==> config.mk <==
export PLATFORM = sky130hd
export DESIGN_NAME = z80_io_target
export DESIGN_NICKNAME = d
export VERILOG_FILES = /design/src/rtl/z80_io_target.sv
export SDC_FILE = /design/constraint.sdc
export NUM_CORES = 1
export LEC_CHECK = 0
export ABC_AREA = 1
export BUFFER_PORTS_ARGS = -buffer_cell sky130_fd_sc_hd__buf_2
export CORE_MARGIN = 2
export CORE_UTILIZATION = 47
export DETAILED_ROUTE_END_ITERATION = 8
export GPL_ROUTABILITY_DRIVEN = 1
export PLACE_DENSITY_LB_ADDON = 0.2
export SETUP_SLACK_MARGIN = 0.4
export SLEW_MARGIN = 20
export SYNTH_ARGS = -nofsm -noshare
export SYNTH_HDL_FRONTEND = slang
export SYNTH_SLANG_ARGS = --single-unit
==> constraint.sdc <==
create_clock -name clk -period 2.6 [get_ports clk]
set_input_delay 0 -clock clk [delete_from_list [all_inputs] [get_ports clk]]
set_output_delay 0 -clock clk [all_outputs]
set_load 0.02 [all_outputs]
==> src/rtl/z80_io_target.sv <==
// rtl/z80_io_target.sv - Z80 I/O port target with wait-state control and a backend request handshake.
// Optional interrupt support (pending flag, vectored acknowledge) is enabled by defining Z80_IO_TARGET_IRQ_EN.
module z80_io_target #(
    parameter logic [7:0] PORT_BASE  = 8'h10,
    parameter logic [7:0] PORT_MASK  = 8'hF0,
    parameter int         WAIT_MIN   = 1,
    parameter logic [7:0] IRQ_VECTOR = 8'hFF
) (
    input  logic        clk,
    input  logic        reset,
    input  logic [15:0] A,
    input  logic [7:0]  cpu_do,
    input  logic        m1_n,
    input  logic        iorq_n,
    input  logic        rd_n,
    input  logic        wr_n,
    output logic [7:0]  cpu_di,
    output logic        di_en,
    output logic        wait_n,
    output logic        int_n,
    input  logic        irq_in,
    output logic        be_req,
    output logic        be_we,
    output logic [7:0]  be_addr,
    output logic [7:0]  be_wdata,
    input  logic [7:0]  be_rdata,
    input  logic        be_ack
);

    typedef enum logic [1:0] {IDLE, REQ, DONE} state_t;

    state_t      state, state_nx;
    logic [3:0]  cnt, cnt_nx;
    logic        acked, acked_nx;
    logic        aborted, aborted_nx;
    logic        latch, capture;
    logic [7:0]  rdata_q;
    logic        hit;
    logic        ack_cyc;

    assign hit = ~iorq_n & m1_n & (rd_n ^ wr_n) &
                 ((A[7:0] & PORT_MASK) == (PORT_BASE & PORT_MASK));

    always_comb begin
        state_nx   = state;
        cnt_nx     = cnt;
        acked_nx   = acked;
        aborted_nx = aborted;
        latch      = 1'b0;
        capture    = 1'b0;
        case (state)
            IDLE: begin
                if (hit) begin
                    latch      = 1'b1;
                    cnt_nx     = 4'(WAIT_MIN);
                    acked_nx   = 1'b0;
                    aborted_nx = 1'b0;
                    state_nx   = REQ;
                end
            end
            REQ: begin
                if (cnt != 4'd0)
                    cnt_nx = cnt - 4'd1;
                if (be_ack)
                    acked_nx = 1'b1;
                if (iorq_n)
                    aborted_nx = 1'b1;
                // The backend must always be allowed to finish; an abandoned cycle just skips DONE.
                if ((be_ack || acked) && cnt == 4'd0) begin
                    if (aborted || iorq_n) begin
                        state_nx = IDLE;
                    end else begin
                        state_nx = DONE;
                        capture  = ~be_we;
                    end
                end
            end
            DONE: begin
                if (iorq_n)
                    state_nx = IDLE;
            end
            default: state_nx = IDLE;
        endcase
    end

    always_ff @(posedge clk) begin
        if (reset) begin
            state    <= IDLE;
            cnt      <= 4'd0;
            acked    <= 1'b0;
            aborted  <= 1'b0;
            be_we    <= 1'b0;
            be_addr  <= 8'h00;
            be_wdata <= 8'h00;
            rdata_q  <= 8'h00;
        end else begin
            state   <= state_nx;
            cnt     <= cnt_nx;
            acked   <= acked_nx;
            aborted <= aborted_nx;
            if (latch) begin
                be_we    <= ~wr_n;
                be_addr  <= A[7:0] & ~PORT_MASK;
                be_wdata <= cpu_do;
            end
            if (capture)
                rdata_q <= be_rdata;
        end
    end

    assign be_req = (state == REQ) && !acked;
    assign wait_n = ~(((state == IDLE) && hit) || (state == REQ));

`ifdef Z80_IO_TARGET_IRQ_EN
    logic irq_q, ack_q, pending, again;
    logic edge_det, ack_end;

    assign ack_cyc  = ~m1_n & ~iorq_n;
    assign edge_det = irq_in & ~irq_q;
    assign ack_end  = ack_q & iorq_n;

    // An edge seen during an acknowledge is a fresh request and survives the clear.
    always_ff @(posedge clk) begin
        if (reset) begin
            irq_q   <= 1'b0;
            ack_q   <= 1'b0;
            pending <= 1'b0;
            again   <= 1'b0;
        end else begin
            irq_q <= irq_in;
            ack_q <= ack_cyc;
            if (ack_end) begin
                pending <= again | edge_det;
                again   <= 1'b0;
            end else begin
                if (edge_det)
                    pending <= 1'b1;
                if (edge_det && ack_cyc)
                    again <= 1'b1;
            end
        end
    end

    assign int_n = ~pending;

    logic unused_ok;
    assign unused_ok = &{1'b0, A[15:8]};
`else
    assign ack_cyc = 1'b0;
    assign int_n   = 1'b1;

    logic unused_ok;
    assign unused_ok = &{1'b0, A[15:8], irq_in};
`endif

    assign di_en  = ((state == DONE) && !be_we && !rd_n) || ack_cyc;
    assign cpu_di = ack_cyc ? IRQ_VECTOR : rdata_q;

endmodule

==> flow_metrics.env <==
export IMPL_status="finished, final reports clean"
export IMPL_cp_start_kind="input pin"
export IMPL_yosys_area_top_type="dfxtp_1"
export IMPL_area_growth_syn_to_layout_pct=43.5
export IMPL_cts_tree="done"
export IMPL_port_buffers=54
export IMPL_hold_viol_final=0
export IMPL_ys_top_cells_by_area="dfxtp_1 (45%), nor2_1 (16%), nand2_1 (6.5%)"
export IMPL_synth_top_area_share_pct=45.5
export IMPL_pwr_share_comb_pct=10.7
export IMPL_die_area_um2=3150
export IMPL_switching_share_pct=22.6
export IMPL_p_leak_nw=0.887
export IMPL_fin_crit_ns=1.87
export IMPL_clk_latency_ns=0.31
export IMPL_place_inst=251
export IMPL_layoutNonFillerInstCount=283
export IMPL_n_antenna_cell=0
export IMPL_final_layout_size_suffix_gt1_share_pct=28.9
export IMPL_wl_per_cell_um=11.0
export IMPL_die_y_um=56.1
export IMPL_power_total_mw=0.841
export IMPL_r2r_slack_ns=0.83
export IMPL_htree_levels=2
export IMPL_power_clock_fraction_pct=36.1
export IMPL_rr_startpoint="state[0]"
export IMPL_r2r_end="acked"
export IMPL_period_share_pct=71.9
export IMPL_ys_warnings_count=0
export IMPL_postCtsSetupRepairBufs=0
export IMPL_first_pass_iters=4
export IMPL_cts_root_buf="clkbuf_4"
export IMPL_crit_fanout=22
export IMPL_multi_input_area_um2=586
export IMPL_mappedNetlistArea_um2=1280
export IMPL_synth_seq_area_share_pct=45.5
export IMPL_crit_path_end="acked"
export IMPL_hold_class="input pin to register"
export IMPL_numCtsBuffers=5
export IMPL_drv_slew=0
export IMPL_ys_ff_latch=29
export IMPL_met1Wirelength_um=1280
export IMPL_ios=69
export IMPL_viasPerCell=4.85
export IMPL_grt_max_degree=23
export IMPL_antenna_found_initial=0
export IMPL_pwr_share_seq_pct=53.2
export IMPL_drv_cap=0
export IMPL_critical_path_endpoint_type="register"
export IMPL_grt_pass1_vias=1247
export IMPL_clock_skew_ns=0.00450
export IMPL_p_switching_mw=0.190
export IMPL_synth_cell_type_count=24
export IMPL_start_util_pct=50.6
export IMPL_met2_length_um=1530
export IMPL_syn_instance_count=175
export IMPL_finalWeightedCongestion=0.701
export IMPL_drt_total_wl_um=3120
export IMPL_die_w_um=56.1
export IMPL_cellPowerDensity_nw_per_um2=459
export IMPL_register_area_um2=581
export IMPL_worst_slew_pin_slew_ns=0.525
export IMPL_hpwl_um=2100
export IMPL_path_class="input pin to register"
export IMPL_drt_iter0_markers=31
export IMPL_cp_startpoint="iorq_n"
export IMPL_fillCellCount=206
export IMPL_postRouteAntennaNets=0
export IMPL_clock_path_buffers=2
export IMPL_vias=1372
export IMPL_fin_setup_tns_ns=0
export IMPL_reg2reg_depth=5
export IMPL_syn_avg_cell_area_um2=7.29
export IMPL_clkTransAtPathRegs_ns=0.09
export IMPL_grt_pass1_wl_um=4970
export IMPL_fin_nets=294
export IMPL_drc=0
export IMPL_wl_met3_um=219
export IMPL_cts_sinks=29
export IMPL_highest_layer="met4"
export IMPL_timing_fmax_mhz=535
export IMPL_p_int_mw=0.651
export IMPL_critPathRequiredTime_ns=2.81
export IMPL_setup_viol=0
export IMPL_vdd_drop_max_uv=450
export IMPL_slew_headroom_pct=65.0
export IMPL_floorplan_rows=18
export IMPL_core_um2=2520
export IMPL_grt_usage_pct=20.0
export IMPL_rsz0062_at_grt="false"
export IMPL_final_area_um2=1830
export IMPL_dpl_cell_area_um2=1520
export IMPL_arrival_ns=2.08
export IMPL_hold_ws_ns=0.0223
export IMPL_grt_overflow=0
==> routing by layer <==
metal | track usage (%) | vias to the layer above
li1 | - | 696
met1 | 20.6 | 608
met2 | 36.1 | 59
met3 | 5.35 | 9
met4 | 11.2 | 0
met5 | 0 | -
==> sequential cells by signal (all words and copies together), names as in the netlist <==
name      cells
be_addr       4
be_wdata      8
acked         1
cnt           4
state         2
aborted       1
cpu_di        8
be_we         1
==> synthesized netlist by cell type <==
| master | number |
|---|---|
| nor2_1 | 54 |
| dfxtp_1 | 29 |
| nand2_1 | 22 |
| o21ai_1 | 13 |
| o21ai_0 | 9 |
| a21oi_1 | 8 |
| inv_1 | 7 |
| buf_4 | 6 |
| nand3_1 | 4 |
| inv_2 | 3 |
| buf_2 | 2 |
| clkbuf_1 | 2 |
| clkinv_2 | 2 |
| conb_1 | 2 |
| ha_1 | 2 |
| nor2_2 | 2 |
| buf_6 | 1 |
| nand2_2 | 1 |
| nand3_2 | 1 |
| nand3b_4 | 1 |
| nor3_4 | 1 |
| nor4_1 | 1 |
| or2_1 | 1 |
| xnor2_1 | 1 |
==> worst min-delay path by stage <==
| stage | endpoint | slack (ns) | startpoint | cells past startpoint |
|---|---|---|---|---|
| finish | be_we | 0.02 | wr_n | 4 |
| global route | be_we | 0.04 | wr_n | 4 |
| CTS | be_we | 0.01 | wr_n | 4 |
| detailed placement | be_wdata[5] | 0.25 | cpu_do[5] | 3 |
| global placement | be_wdata[3] | 0.24 | cpu_do[3] | 3 |
| floorplan | di_en | 0.08 | rd_n | 1 |
==> critical path: stages <==
cell and delay, ns:
dlygate4sd3_1 0.52, buf_2 0.15, inv_2 0.06, nand2_1 0.04, nor2_1 0.12, nand3_2 0.38, nand2_1 0.18, a21oi_1 0.07
dlygate4sd3_1 0.55
==> layout by cell type (no fill, tap or decap) <==
cell / instances
ha_1: 2
clkbuf_4: 5
nor4_1: 1
clkinv_2: 3
dfxtp_1: 29
nand3b_4: 1
inv_1: 7
o21ai_0: 9
a21oi_1: 8
nand3_1: 4
nor2_1: 54
dlygate4sd3_1: 24
buf_2: 54
nand3_2: 1
xnor2_1: 1
nand2_1: 22
conb_1: 5
o21ai_1: 13
inv_2: 3
nor3_4: 1
or2_1: 1
nor2_2: 2
clkbuf_8: 2
nand2_2: 1
==> per-stage QoR <==
stage	setup WS, ns	util [%]
2_1_floorplan	1.43	-
3_3_place_gp	1.21	60.3
3_5_place_dp	1.18	60.3
4_1_cts	0.739	72.6
5_1_grt	0.621	72.6
6_report	0.730	72.6
==> power by group through the flow <==
stage	combinational [mW]	clock (mW)	sequential [mW]
floorplan	0.0373	0	0.460
global placement	0.0607	0	0.458
detailed placement	0.0621	0	0.458
CTS	0.0888	0.312	0.447
global route	0.0980	0.328	0.448
finish	0.0903	0.304	0.447
==> cell type report <==
cell class              count  area share, %
inverters                  12           2.60
clock inverters             1          0.273
well taps                  30           2.05
clock buffers               7           3.55
flip-flops and latches     29           31.7
repair buffers             78           27.9
multi-input cells         126           32.0
==> timing repair <==
item	4_1_cts	5_1_grt
endpoints found under the hold margin	28	0
endpoints found under the setup margin	0	0
resized for setup	0	0
hold buffers	24	0
==> cells by family (layout without fill, tap and decap cells) <==
kind of cell               after synthesis  in the layout  synth area share, %
adders and majority gates                2              2                 1.96
other                                    2              5                0.588
and+or+nand+nor                         88             88                 30.0
buffers and inverters                   23             98                 9.51
DFF                                     29             29                 45.5
xor gates and xnor gates                 1              1                0.686
AOI/OAI and AO/OA                       30             30                 11.8
Note: power is estimated with default switching activity, not from simulation.
